[src/rtl/seq_detector_p.sv]
// seq_detector_p: parametrised Moore serial-pattern detector.
// The match state S records how many leading bits of PATTERN the most recent
// accepted bits reproduce. F is asserted while S holds a full match.
// The next-state table is derived from PATTERN at elaboration using the
// KMP failure rule. Nothing is stored at run time except S and COUNT.
// OVERLAP selects the history after a hit:
//   1 - keep the whole match, so overlapping occurrences are detected.
//   0 - restart from the new bit alone.
// Optional feature macro SEQ_DET_COUNT_EN:
//   defined   - builds a saturating detection counter on COUNT.
//   undefined - ties COUNT to 0 and builds no counter flops.
//               The port list does not change.

module seq_detector_p #(
    parameter int                   PATTERN_W = 4,
    parameter logic [PATTERN_W-1:0] PATTERN   = 4'b1011,
    parameter bit                   OVERLAP   = 1'b1,
    parameter int                   CNT_W     = 8
) (
    input  logic                           CLK,
    input  logic                           RESET,
    input  logic                           EN,
    input  logic                           CLR,
    input  logic                           x,
    output logic                           F,
    output logic [$clog2(PATTERN_W+1)-1:0] S,
    output logic [CNT_W-1:0]               COUNT
);

    localparam int SW = $clog2(PATTERN_W + 1);

    // Bit i of the pattern in arrival order (i = 0 is the first bit expected).
    function automatic bit pat_bit(input int i);
        logic [PATTERN_W-1:0] sh;
        sh = PATTERN >> (PATTERN_W - 1 - i);
        return sh[0];
    endfunction

    // Longest suffix of the history that is also a prefix of the pattern.
    // The history is the matched prefix of length k followed by bit b.
    // The exception is a non-overlapping instance that has just hit;
    // there the history is b alone.
    function automatic int kmp_next(input int k, input bit b);
        int best;
        int idx;
        bit ok;
        bit hb;
        best = 0;
        if (!OVERLAP && k == PATTERN_W) begin
            best = (b == pat_bit(0)) ? 1 : 0;
        end else begin
            for (int m = 1; m <= PATTERN_W; m++) begin
                if (m <= k + 1) begin
                    ok = 1'b1;
                    for (int i = 0; i < m; i++) begin
                        idx = k + 1 - m + i;
                        if (idx == k) hb = b;
                        else          hb = pat_bit(idx);
                        if (hb != pat_bit(i)) ok = 1'b0;
                    end
                    if (ok) best = m;
                end
            end
        end
        return best;
    endfunction

    // Transition table, one entry per (state, input bit).
    // Every entry is an elaboration-time constant.
    logic [SW-1:0] tab0 [PATTERN_W+1];
    logic [SW-1:0] tab1 [PATTERN_W+1];

    for (genvar k = 0; k <= PATTERN_W; k++) begin : g_tab
        localparam logic [SW-1:0] NXT0 = SW'(kmp_next(k, 1'b0));
        localparam logic [SW-1:0] NXT1 = SW'(kmp_next(k, 1'b1));
        assign tab0[k] = NXT0;
        assign tab1[k] = NXT1;
    end

    logic [SW-1:0] s_next;

    // Next-state lookup; a state outside 0..PATTERN_W falls back to 0.
    always_comb begin
        // NOTE: default first so every path assigns s_next and no latch is inferred.
        s_next = '0;
        for (int k = 0; k <= PATTERN_W; k++) begin
            if (S == SW'(k)) s_next = x ? tab1[k] : tab0[k];
        end
    end

    // Match-state register: async reset, sync clear over enable, hold when idle.
    always_ff @(posedge CLK or posedge RESET) begin
        // NOTE: non-blocking assignments keep all flops updating from pre-edge values.
        if (RESET)    S <= '0;
        else if (CLR) S <= '0;
        else if (EN)  S <= s_next;
    end

    // Moore output: depends on S only, never directly on x.
    assign F = (S == SW'(PATTERN_W));

`ifdef SEQ_DET_COUNT_EN
    logic hit;
    assign hit = EN && !CLR && (s_next == SW'(PATTERN_W));

    // Saturating detection counter, cleared together with S.
    always_ff @(posedge CLK or posedge RESET) begin
        if (RESET)                   COUNT <= '0;
        else if (CLR)                COUNT <= '0;
        else if (hit && COUNT != '1) COUNT <= COUNT + CNT_W'(1);
    end
`else
    assign COUNT = '0;
`endif

endmodule

[config.mk]
export PLATFORM = sky130hd
export DESIGN_NAME = seq_detector_p
export DESIGN_NICKNAME = d
export VERILOG_FILES = /design/src/rtl/seq_detector_p.sv
export SDC_FILE = /design/constraint.sdc
export NUM_CORES = 1
export LEC_CHECK = 0
export CAP_MARGIN = 20
export CORE_AREA = 3 3 40 42
export CTS_BUF_LIST = sky130_fd_sc_hd__clkbuf_2
export DETAILED_ROUTE_END_ITERATION = 6
export DIE_AREA = 0 0 43 45
export PLACE_DENSITY_LB_ADDON = 0.12
export SLEW_MARGIN = 20
export SYNTH_ARGS = -nofsm -noshare
export SYNTH_HDL_FRONTEND = slang
export SYNTH_SLANG_ARGS = --single-unit
export TNS_END_PERCENT = 30
[constraint.sdc]
create_clock -name CLK -period 1 [get_ports CLK]
set_input_delay 0.2 -clock CLK [delete_from_list [all_inputs] [get_ports CLK]]
set_output_delay 0.2 -clock CLK [all_outputs]
set_load 0.005 [all_outputs]
# Word level (Yosys, flattened, before mapping)
# Cells that the tools add are included.
op_classes:
  n_eq_ne: 4
  muxes: 11
  reduce_logical: 2
op_table:
  columns: ["operator", "count"]
  rows:
  - ["$mux W3", 7]
  - ["$eq A3 B2 Y1 const B", 2]
  - ["$mux W2", 2]
  - ["$eq A3 B1 Y1 const B", 1]
  - ["$eq A3 B3 Y1 const B", 1]
  - ["$logic_not A3 Y1", 1]
  - ["$mux W1", 2]
  - ["$reduce_bool A2 Y1", 1]
word_totals:
  reg_bits: 3

# Depth between registers and ports, before layout
depth:
  word_depth: 8
  depth_mapped: 3
  depth_no_buf: 3

# Worst setup path after synthesis
# OpenSTA, ideal clock, no wires.
synth_path:
  path_kind: "register to register"
  start: "register S[0]"
  end: "register S[2]"
  setup_ns: 0.118
  arrival_ns: 0.813
  required_time_ns: 0.882
  slack_ns: 0.069
  path_stages_with_launch: 4
  n_path_buf: 0
  period_less_slack_ns: 0.931
  cell_sequence: "dfrtp_1 and4b_2 mux2i_1 nor2_1"
synth_via:
  elab_chain_len: 6
  elab_cells_between_ends: 8
  classes_between: "eq/ne: 3; mux: 5"
synth_lines:
  columns: ["item", "line_no", "text"]
  rows:
  - ["start: declaration", "26", "output logic [$clog2(PATTERN_W+1)-1:0] S,"]
  - ["start signal: assignment", "96", "else if (EN) S <= s_next;"]
  - ["$eq A3 B2 Y1", "87", "if (S == SW'(k)) s_next = x ? tab1[k] : tab0[k];"]
  - ["$mux W3 (2 in a row)", "87", null]
  - ["$mux W3 *", "87", null]
  - ["$mux W3 *", "96", null]
  - ["$mux W3 *", "95", "else if (CLR) S <= '0;"]
# Mark *: on every way between the ends. The rest lies on a longest branch, timed or not. The select of a mux whose other input is x is not followed.
# A chain may end at the register's enable or synchronous reset.

# Final worst setup path
layout_path:
  start: "register S[0]"
  end: "output F"
layout_via:
  elab_chain_len: 1
layout_lines:
  columns: ["item", "line_no", "text"]
  rows:
  - ["$eq A3 B3 Y1", "100", "assign F = (S == SW'(PATTERN_W));"]
  - ["end: declaration", "25", "output logic F,"]
# Every way passes these cells.

==> run_results.csv <==
group,metric,value,unit
final_layout,top_register,"S",
placement,gp_congestion,0.638,
timing,period_share,124,%
run_status,violations,"setup timing",
pwr,pwr-share-clk,46.4,%
final_layout,insertedDiodeCount,0,
clocking,cts_tree,"yes",
timing,final-setup-viol-count,7,
clocking,clkSinkCount,3,
final_layout,final_util,31.2,%
pwr,p_sw_share,27.6,%
synthesis,synth_warnings,0,
synthesis,synth_edf_count,0,
synthesis,synth_top_area_share,30.5,%
final_layout,n_fill_cell,153,
timing,fmax,803,MHz
clocking,htree_levels,1,
global_routing,overflow,0,
global_routing,track_usage,7.60,%
synthesis,async_flop_share,100,%
final_layout,largest_reg_flops,3,
synthesis,ys_seq_area_share,30.5,%
timing,final-max-slew-violation-count,0,
clocking,cts.clk_slew.worst_paths,0.04,ns
clocking,cts_hold_buffers,0,
global_routing,antenna_found_initial,0,
detailed_routing,dr.pass1.iters,2,
detailed_routing,drtIter0Drc,5,
floorplan,die_area,1940,um^2
min_path,hp-class,"input pin to asynchronous set/reset pin",
floorplan,core_area,1280,um^2
synthesis,yosysMostFrequentCell,"buf_4",
placement,postPlaceCellArea,334,um^2
detailed_routing,vias,240,
worst_setup_path,crit_path_max_fanout,2,
synthesis,synth.area.top_cells,"dfrtp_1, buf_4, a21oi_1, nor3b_2, and4b_2",
timing,clock_skew,0.000661,ns
pwr,peakVddDrop,271,uV
worst_setup_path,slowest_stage,"dfrtp_1",
final_layout,seq_area,75.1,um^2
final_layout,layout-drive-gt1-share,38.3,%
pwr,power_density,938,nW/um^2
final_layout,num-nets-final,53,
run_status,status,"finished with violations",
placement,place_ws,-0.297,ns
timing,hold_viol,0,
pwr,switchingPower,0.104,mW
detailed_routing,drt-total-wl,658,um
detailed_routing,viasPerCell,3.87,
worst_setup_path,cp-end-kind,"output pin",
worst_setup_path,crit_type,"flop to output pin",
synthesis,synth_area,246,um^2
timing,rsz0062_at_grt,"true",
synthesis,post_synth_most_frequent_cells,"buf_4, a21oi_1, dfrtp_1",
final_layout,areaGrowthSynthToFinish,62.4,%
worst_setup_path,cp.required,0.80,ns
synthesis,yosysTopAreaCell,"dfrtp_1",
synthesis,synth_ff_type,"dfrtp_1",
synthesis,synth.distinct_cells,16,
detailed_routing,antenna_left,0,
detailed_routing,drc_errors,0,
timing,fin_tns_setup,-0.900,ns
worst_setup_path,cp_slowest_stage_delay,0.39,ns
final_layout,top_regs,"S: 3 flops",
final_layout,multi_input_area,141,um^2
clocking,cts_made_buffers,3,
pwr,p_total,0.375,mW
timing,timing.final.ws_setup,-0.245,ns
placement,port-buffer-count,8,
global_routing,grt_max_degree,7,
pwr,p_comb_share,19.6,%
pwr,seqPwrFrac,34.0,%
worst_setup_path,crit_chain,"buf_6, nor3b_4, buf_2",
synthesis,synth.avg_cell_area,8.50,um^2
clocking,root_buffer,"clkbuf_2",
floorplan,die-width,43,um
clocking,clk_latency,0.21,ns
worst_setup_path,setup.worst_path.start_class,"flop",
detailed_routing,wl_per_cell,10.6,um
floorplan,std_cell_rows,13,
synthesis,ys_ff_latch,3,
floorplan,die_y,45,um
flow_run,cap_violations,0,
timing,fin_crit,1.24,ns
floorplan,io_pins,17,
worst_setup_path,critPathArrivalTime,1.04,ns
pwr,p_leak,0.211,nW
floorplan,initial_utilization,19.2,%
synthesis,synthCells,29,
global_routing,grt_pass1_vias,270,
final_layout,fin_area,400,um^2
global_routing,grt_pass1_wl,1.01,mm
pwr,internal-power,0.272,mW
clocking,max-clock-path-buffers,2,
## cell usage in the layout, fill, tap and decap left out, drive strengths merged
cell type      n
buf            9
conb           8
clkbuf         5
clkdlybuf4s50  4
dfrtp          3
a21oi          3
o21ai          2
inv            2
nor2           2
nor3b          2
and2b          1
nor2b          1
and4b          1
mux2i          1
o211ai         1
nand2          1
dlygate4sd2    1
## through the flow
step	hold WS [ns]	instances
4_1_cts	0.150	62
5_1_grt	0.144	62
3_3_place_gp	0.377	54
3_5_place_dp	0.384	54
6_report	0.157	62
2_1_floorplan	-0.0464	36
## power by group through the flow
stage	clock [mW]	sequential, mW	combinational (mW)
final	0.174	0.128	0.0735
after global placement	0	0.129	0.0566
after CTS	0.183	0.127	0.0714
after floorplan	0	0.131	0.0434
after global routing	0.199	0.128	0.0798
after detailed placement	0	0.129	0.0576
## worst max-delay path: cells and delay by family (launching register included)
kind / cells / cell delay, ns
flops: 1 / 0.39
buf+inv: 2 / 0.27
simple gates: 1 / 0.18
## repair_timing
| action | in CTS | in global routing |
|---|---|---|
| pin swaps | 2 | 1 |
| setup buffers | 4 | 0 |
| endpoints found under the setup margin | 7 | 7 |
| gates resized for setup | 18 | 2 |
## final cells by class
type	instances	area share [%]
multi-input cells	23	35.3
inverters	2	1.88
well taps	15	4.69
clock buffers	4	5.00
repair buffers	15	34.4
flip-flops and latches	3	18.8
## cells by family (layout without fill, tap and decap cells)
family | after synthesis | count (layout) | synth area share [%]
simple gates | 8 | 8 | 23.4
buf+inv | 10 | 21 | 27.4
flops | 3 | 3 | 30.5
other cells | 1 | 8 | 1.52
compound gates | 6 | 6 | 13.2
mux | 1 | 1 | 4.06
## worst paths after layout
check	from	end	slack, ns	cells past startpoint
setup / recovery	S[0]	F	-0.24	3
hold / removal	RESET	S[1]	0.16	2
setup reg to reg	S[0]	S[2]	-0.16	5
hold reg to reg	S[1]	S[1]	0.69	3
max in group asynchronous	RESET	S[2]	0.71	2
min in group CLK	CLR	S[2]	0.58	2
## layer usage
layer	wire length, um	track usage (%)
met3	63	3.59
met5	0	0
met4	19	7.23
met2	367	14.1
met1	208	5.58
No activity file was read; power rests on OpenSTA's default activity.
